## src/rtl/ps2_host_ctrl.sv

```systemverilog
// PS/2 host port: receives device frames into a small FIFO and sends host
// commands with inhibit/request-to-send, ACK check, timeouts and retry.
module ps2_host_ctrl #(
   parameter int CLK_FREQ_HZ   = 50_000_000,
   parameter int INHIBIT_US    = 100,
   parameter int START_TMO_US  = 15000,
   parameter int FRAME_TMO_US  = 2000,
   parameter int RX_FIFO_DEPTH = 4,
   parameter int MAX_RETRY     = 2
) (
   input  logic       CLK50MHZ,
   input  logic       RST,
   input  logic       ps2_clk,
   input  logic       ps2_data,
   output logic       ps2_clk_out,
   output logic       ps2_data_out,
   output logic       ps2_clk_z,
   output logic       ps2_data_z,
   input  logic       cmd_trig,
   input  logic [7:0] cmd,
   output logic       cmd_busy,
   output logic       cmd_done,
   output logic       cmd_err,
   output logic [7:0] rx_data,
   output logic       rx_valid,
   input  logic       rx_ready,
   output logic       rx_err,
   output logic       rx_overflow
);
   localparam longint INH_CYC = longint'(INHIBIT_US)   * longint'(CLK_FREQ_HZ) / 1_000_000;
   localparam longint STA_CYC = longint'(START_TMO_US) * longint'(CLK_FREQ_HZ) / 1_000_000;
   localparam longint FRM_CYC = longint'(FRAME_TMO_US) * longint'(CLK_FREQ_HZ) / 1_000_000;
   localparam int INH_W = $clog2(INH_CYC);
   localparam int STA_W = $clog2(STA_CYC);
   localparam int FRM_W = $clog2(FRM_CYC);
   localparam int MAX_W = (INH_W > STA_W) ? ((INH_W > FRM_W) ? INH_W : FRM_W)
                                          : ((STA_W > FRM_W) ? STA_W : FRM_W);
   localparam int TMR_W = (MAX_W > 0) ? MAX_W : 1;
   localparam logic [TMR_W-1:0] INH_LAST = TMR_W'(INH_CYC - 1);
   localparam logic [TMR_W-1:0] STA_LAST = TMR_W'(STA_CYC - 1);
   localparam logic [TMR_W-1:0] FRM_LAST = TMR_W'(FRM_CYC - 1);
   localparam int ATT_W = (MAX_RETRY > 0) ? $clog2(MAX_RETRY + 1) : 1;
   localparam logic [ATT_W-1:0] ATT_MAX = ATT_W'(MAX_RETRY);
   localparam int AW = $clog2(RX_FIFO_DEPTH);

   localparam logic [2:0] ST_IDLE    = 3'd0;
   localparam logic [2:0] ST_RX      = 3'd1;
   localparam logic [2:0] ST_INHIBIT = 3'd2;
   localparam logic [2:0] ST_REQ     = 3'd3;
   localparam logic [2:0] ST_TX      = 3'd4;
   localparam logic [2:0] ST_ACKW    = 3'd5;
   localparam logic [2:0] ST_FAIL    = 3'd6;

   logic [2:0]       state;
   logic             clk_s1, clk_s2, clk_prev, data_s1, data_s2;
   logic [TMR_W-1:0] tmr;
   logic [3:0]       bit_cnt;
   logic [ATT_W-1:0] attempt;
   logic [7:0]       cmd_lat;
   logic [7:0]       rx_sr;
   logic             rx_par;
   logic             req_rel;
   logic [AW:0]      wr_ptr, rd_ptr;
   logic [7:0]       mem [RX_FIFO_DEPTH];
   logic             fall, trig_ok, fifo_empty, fifo_full, rx_pop, rx_good, rx_push;

   // rx_valid/rx_ready: the head byte moves on every clock edge where both are
   // high; rx_data holds steady while rx_valid=1 and rx_ready=0.
   always_comb begin
      fall       = clk_prev & ~clk_s2;
      trig_ok    = cmd_trig & ~cmd_busy;
      fifo_empty = (wr_ptr == rd_ptr);
      fifo_full  = (wr_ptr[AW] != rd_ptr[AW]) && (wr_ptr[AW-1:0] == rd_ptr[AW-1:0]);
      rx_pop     = rx_ready & ~fifo_empty;
      rx_good    = (^{rx_sr, rx_par}) & data_s2;
      rx_push    = (state == ST_RX) & fall & (bit_cnt == 4'd10) & rx_good & ~trig_ok;
   end

   assign rx_valid = ~fifo_empty;
   assign rx_data  = mem[rd_ptr[AW-1:0]];

   always_ff @(posedge CLK50MHZ or negedge RST) begin
      if (!RST) begin
         {clk_s1, clk_s2, clk_prev, data_s1, data_s2} <= 5'b11111;
         state <= ST_IDLE;
         tmr <= '0;
         bit_cnt <= '0;
         attempt <= '0;
         cmd_lat <= '0;
         rx_sr <= '0;
         rx_par <= 1'b0;
         req_rel <= 1'b0;
         {ps2_clk_z, ps2_clk_out, ps2_data_z, ps2_data_out} <= 4'b1111;
         {cmd_busy, cmd_done, cmd_err, rx_err} <= 4'b0000;
      end else begin
         clk_s1   <= ps2_clk;
         clk_s2   <= clk_s1;
         clk_prev <= clk_s2;
         data_s1  <= ps2_data;
         data_s2  <= data_s1;
         cmd_done <= 1'b0;
         cmd_err  <= 1'b0;
         rx_err   <= 1'b0;
         tmr      <= tmr + TMR_W'(1);
         // A command request aborts any frame being received, without rx_err.
         if (trig_ok && (state == ST_IDLE || state == ST_RX)) begin
            state       <= ST_INHIBIT;
            cmd_lat     <= cmd;
            attempt     <= '0;
            cmd_busy    <= 1'b1;
            tmr         <= '0;
            ps2_clk_z   <= 1'b0;
            ps2_clk_out <= 1'b0;
         end else begin
            case (state)
               ST_IDLE: if (fall && !data_s2) begin
                  state   <= ST_RX;
                  bit_cnt <= 4'd1;
                  tmr     <= '0;
               end
               ST_RX: if (fall) begin
                  tmr     <= '0;
                  bit_cnt <= bit_cnt + 4'd1;
                  if (bit_cnt <= 4'd8) rx_sr <= {data_s2, rx_sr[7:1]};
                  else if (bit_cnt == 4'd9) rx_par <= data_s2;
                  else begin
                     state  <= ST_IDLE;
                     rx_err <= ~rx_good;
                  end
               end else if (tmr == FRM_LAST) begin
                  rx_err <= 1'b1;
                  state  <= ST_IDLE;
               end
               ST_INHIBIT: if (tmr == INH_LAST) begin
                  state        <= ST_REQ;
                  req_rel      <= 1'b0;
                  ps2_data_z   <= 1'b0;
                  ps2_data_out <= 1'b0;
               end
               ST_REQ: if (!req_rel) begin
                  req_rel     <= 1'b1;
                  ps2_clk_z   <= 1'b1;
                  ps2_clk_out <= 1'b1;
                  tmr         <= '0;
               end else if (fall) begin
                  state        <= ST_TX;
                  bit_cnt      <= 4'd1;
                  tmr          <= '0;
                  ps2_data_out <= cmd_lat[0];
               end else if (tmr == STA_LAST) begin
                  state <= ST_FAIL;
               end
               // bit_cnt holds the number of falling edges already seen.
               ST_TX: if (fall) begin
                  tmr     <= '0;
                  bit_cnt <= bit_cnt + 4'd1;
                  if (bit_cnt <= 4'd7) ps2_data_out <= cmd_lat[bit_cnt[2:0]];
                  else if (bit_cnt == 4'd8) ps2_data_out <= ~^cmd_lat;
                  else if (bit_cnt == 4'd9) begin
                     ps2_data_z   <= 1'b1;
                     ps2_data_out <= 1'b1;
                  end else state <= data_s2 ? ST_FAIL : ST_ACKW;
               end else if (tmr == FRM_LAST) begin
                  state <= ST_FAIL;
               end
               ST_ACKW: if (clk_s2 && data_s2) begin
                  cmd_done <= 1'b1;
                  cmd_busy <= 1'b0;
                  state    <= ST_IDLE;
               end else if (tmr == FRM_LAST) begin
                  state <= ST_FAIL;
               end
               ST_FAIL: begin
                  ps2_data_z   <= 1'b1;
                  ps2_data_out <= 1'b1;
                  if (attempt < ATT_MAX) begin
                     attempt     <= attempt + ATT_W'(1);
                     state       <= ST_INHIBIT;
                     tmr         <= '0;
                     ps2_clk_z   <= 1'b0;
                     ps2_clk_out <= 1'b0;
                  end else begin
                     cmd_err     <= 1'b1;
                     cmd_busy    <= 1'b0;
                     state       <= ST_IDLE;
                     ps2_clk_z   <= 1'b1;
                     ps2_clk_out <= 1'b1;
                  end
               end
               default: state <= ST_IDLE;
            endcase
         end
      end
   end

   // A full FIFO still accepts a push when the head is popped in the same cycle.
   always_ff @(posedge CLK50MHZ or negedge RST) begin
      if (!RST) begin
         wr_ptr      <= '0;
         rd_ptr      <= '0;
         rx_overflow <= 1'b0;
         for (int i = 0; i < RX_FIFO_DEPTH; i++) mem[i] <= '0;
      end else begin
         rx_overflow <= rx_push & fifo_full & ~rx_pop;
         if (rx_push && (!fifo_full || rx_pop)) begin
            mem[wr_ptr[AW-1:0]] <= rx_sr;
            wr_ptr <= wr_ptr + (AW+1)'(1);
         end
         if (rx_pop) rd_ptr <= rd_ptr + (AW+1)'(1);
      end
   end
endmodule

```

## config.mk

```make
export PLATFORM = sky130hd
export DESIGN_NAME = ps2_host_ctrl
export DESIGN_NICKNAME = d
export VERILOG_FILES = /design/src/rtl/ps2_host_ctrl.sv
export SDC_FILE = /design/constraint.sdc
export NUM_CORES = 1
export LEC_CHECK = 0
export ABC_AREA = 1
export ABC_CLOCK_PERIOD_IN_PS = 1950
export CAP_MARGIN = 40
export CORE_MARGIN = 10
export CORE_UTILIZATION = 59
export CTS_CLUSTER_DIAMETER = 150
export CTS_CLUSTER_SIZE = 25
export DETAILED_ROUTE_END_ITERATION = 8
export PLACE_DENSITY_LB_ADDON = 0.3
export SLEW_MARGIN = 40
export SYNTH_ARGS = -nofsm -noshare
export SYNTH_HDL_FRONTEND = slang
export SYNTH_SLANG_ARGS = --single-unit
```

## constraint.sdc

```tcl
create_clock -name CLK50MHZ -period 1.95 [get_ports CLK50MHZ]
set_input_delay 0.2925 -clock CLK50MHZ [delete_from_list [all_inputs] [get_ports CLK50MHZ]]
set_output_delay 0.2925 -clock CLK50MHZ [all_outputs]
set_load 0.02 [all_outputs]
```

==> impl_metrics.toml <==
[worst_hold_path]
min_path_type = "in2reg"
hold-path-cell-count = 1

[floorplan]
core_um2 = 8810
placementRows = 34
io_pins = 32
die_area_um2 = 13400
start_util_pct = 61.3
die_w_um = 116
die_y_um = 116

[setup_path]
worstPathArrival_ns = 1.59
r2r.worst_path.cells = 10
cp_max_fo = 14
path_class = "reg2out"
critPathRequiredTime_ns = 1.66
reg2reg_to = "mem[4]"
startpoint_type = "register"
crit_path_start = "rd_ptr[0]"
reg2reg_from = "bit_cnt[3]"
rrSetupSlack_ns = 0.08
endpoint_kind = "primary output"
crit_path_end = "rx_data[2]"

[placement]
portBuffers = 31
dpl_cell_area_um2 = 5900
gp_congestion = 0.983
pre_cts_slack_ns = 0.0210
dpl.hpwl_mm = 9.36

[grt]
grtUsageTotal_pct = 19.7
antenna_found_initial = 0
grt-ovfl-total = 0
first_global_vias = 4610
grt_pass1_wl_mm = 21.8
grt_max_degree = 42

[cells_and_area]
drive_above_1_share_pct = 15.7
syn2layout_area_growth_pct = 16.6
final_cell_mix = "nand2_1 (187), dfrtp_1 (84), nor2_1 (63)"
seq_area_um2 = 2470
finalNetCount = 766
multi_input_area_um2 = 2540
n_fill_cell = 684
final_common_cell = "nand2_1"
diodes = 0
fin_area_um2 = 6290

[outcome]
status = "complete, no violations"

[route]
viasPerCell = 5.68
vias = 4855
avgRoutedWirePerCell_um = 15.6
wl_mm = 13.3
drt-initial-drc-count = 396
drt-pass1-iter-count = 5
post-route-drc-count = 0
antenna_left = 0

[cts]
numCtsBuffers = 9
htree_levels = 3
tritoncts = "yes"
clock_latency_ns = 0.37
cts.sinks = 98
clockBufferDepth = 2
clkTransAtPathRegs_ns = 0.10
cts_root_buf = "clkbuf_8"

[yosys]
synth_fp_nets = 707
yosysSeqAreaShare_pct = 45.6
ys_ff_latch = 98
syn_area_um2 = 5400
ys_warn_count = 0
synth_top_family_by_area = "simple AND/OR/NAND/NOR gates"
synthArstFlopShare_pct = 100
synth_xor_area_share_pct = 3.73
synth_fa_ha_area_share_pct = 2.32
ys_types = 39
avgSynthCellArea_um2 = 7.90
synth.top_cells.by_area = "dfrtp_1 (42%), nand2_1 (13%), nand4_1 (4.9%)"
synth_top_flop_cell = "dfrtp_1"
synth-simple-area-share_pct = 31.6
synth_edf_count = 0
syn_inst = 683
netlist.top_cell.by_area = "dfrtp_1"
synth_top_area_share_pct = 41.7
synthMuxAreaShare_pct = 0
synth_compound_area_share_pct = 7.86

[timing]
relSlewSlack_pct = 66.3
tightest_slew_ns = 0.505
slew_violations = 0
fin_ws_ns = 0.0698
fin_crit_sh_pct = 96.4
hold_viol = 0
fin_skew_ns = 0.00774
min_period_ns = 1.88
max_freq_mhz = 532
setup_viol = 0
whs_ns = 0.322

[pwr]
powerDensity_nw_per_um2 = 997
vdd_drop_max_uv = 509
p_leak_uw = 0.00303

[flow_run]
cap_violations = 0
[sequential cells by signal, summed over array words and instances, names as in the netlist, 2 cells and up]
name     cells
bit_cnt      4
rd_ptr       3
state        3
mem         32
tmr         20
wr_ptr       3
cmd_lat      8
attempt      2
rx_sr        8
[critical path, stage by stage (launching register included)]
cell             delay, ns
dfrtp_1               0.39
inv_2                 0.08
buf_12                0.15
o21ai_0               0.22
o22ai_1               0.11
clkdlybuf4s15_2       0.27
[synth_stat cells (5+ instances only)]
cell type and instances:
nand4_1 42, ha_1 10, dfrtp_1 90, nand3_1 48
o22ai_1 11, buf_4 5, xnor2_1 10, a21oi_1 13
a31oi_1 6, nor2_1 65, buf_2 12, xor2_1 13
nand2_1 189, inv_1 60, inv_2 8, o21ai_0 42
dfstp_2 8, nor3_1 14
[cell type report]
cell class	count	share of cell area (%)
clock buffer	10	2.03
clock inverter	6	0.815
inverter	68	4.10
multi-input combinational	490	40.5
sequential	98	39.3
tap	108	2.15
timing repair buffer	75	11.2
[kinds of logic (layout without fill, tap and decap cells)]
kind of cell / Yosys count / after routing
simple gates: 377 / 379
buf+inv: 97 / 159
compound gates: 78 / 78
fa+ha+maj: 10 / 10
flops: 98 / 98
xor+xnor: 23 / 23
[per-layer routing]
metal,up-vias,wire [um],global-route usage [%]
li1,2357,-,-
met1,2323,5840,25.5
met2,149,6490,33.3
met3,26,684,3.10
met4,0,301,5.84
met5,-,0,0
[report_power, final]
group / total, uW / internal [uW] / leakage [uW] / switching, uW
registers: 2480 / 2240 / 0.00129 / 238
clock network: 1250 / 481 / 0.0000810 / 768
logic: 2550 / 949 / 0.00166 / 1600
[timing repair]
item                                    4_1_cts  5_1_grt
endpoints found under the setup margin       12       54
hold buffers                                  1        0
gates resized for setup                      23       31
cloned                                        0        4
buffers inserted                              0        9
endpoints found under the hold margin        29        0
pin swaps                                     0        1
[through the flow]
stage	cells	power, uW	setup TNS (ns)	util (%)
after global placement	825	4840	0	67.1
after global routing	855	6680	-0.0548	71.4
after CTS	842	6120	0	69.2
after floorplan	683	4100	0	-
after detailed placement	825	4940	0	67.1
final	855	6270	0	71.4
[worst min-delay path by stage]
stage	from	end	slack, ns
after floorplan	RST	attempt[0]	-0.003
after global placement	RST	rd_ptr[1]	0.25
after detailed placement	RST	rd_ptr[1]	0.26
after CTS	ps2_data	data_s1	0.32
after global routing	ps2_clk	clk_s1	0.32
final	ps2_data	data_s1	0.32
(Power assumes the default switching activity.)
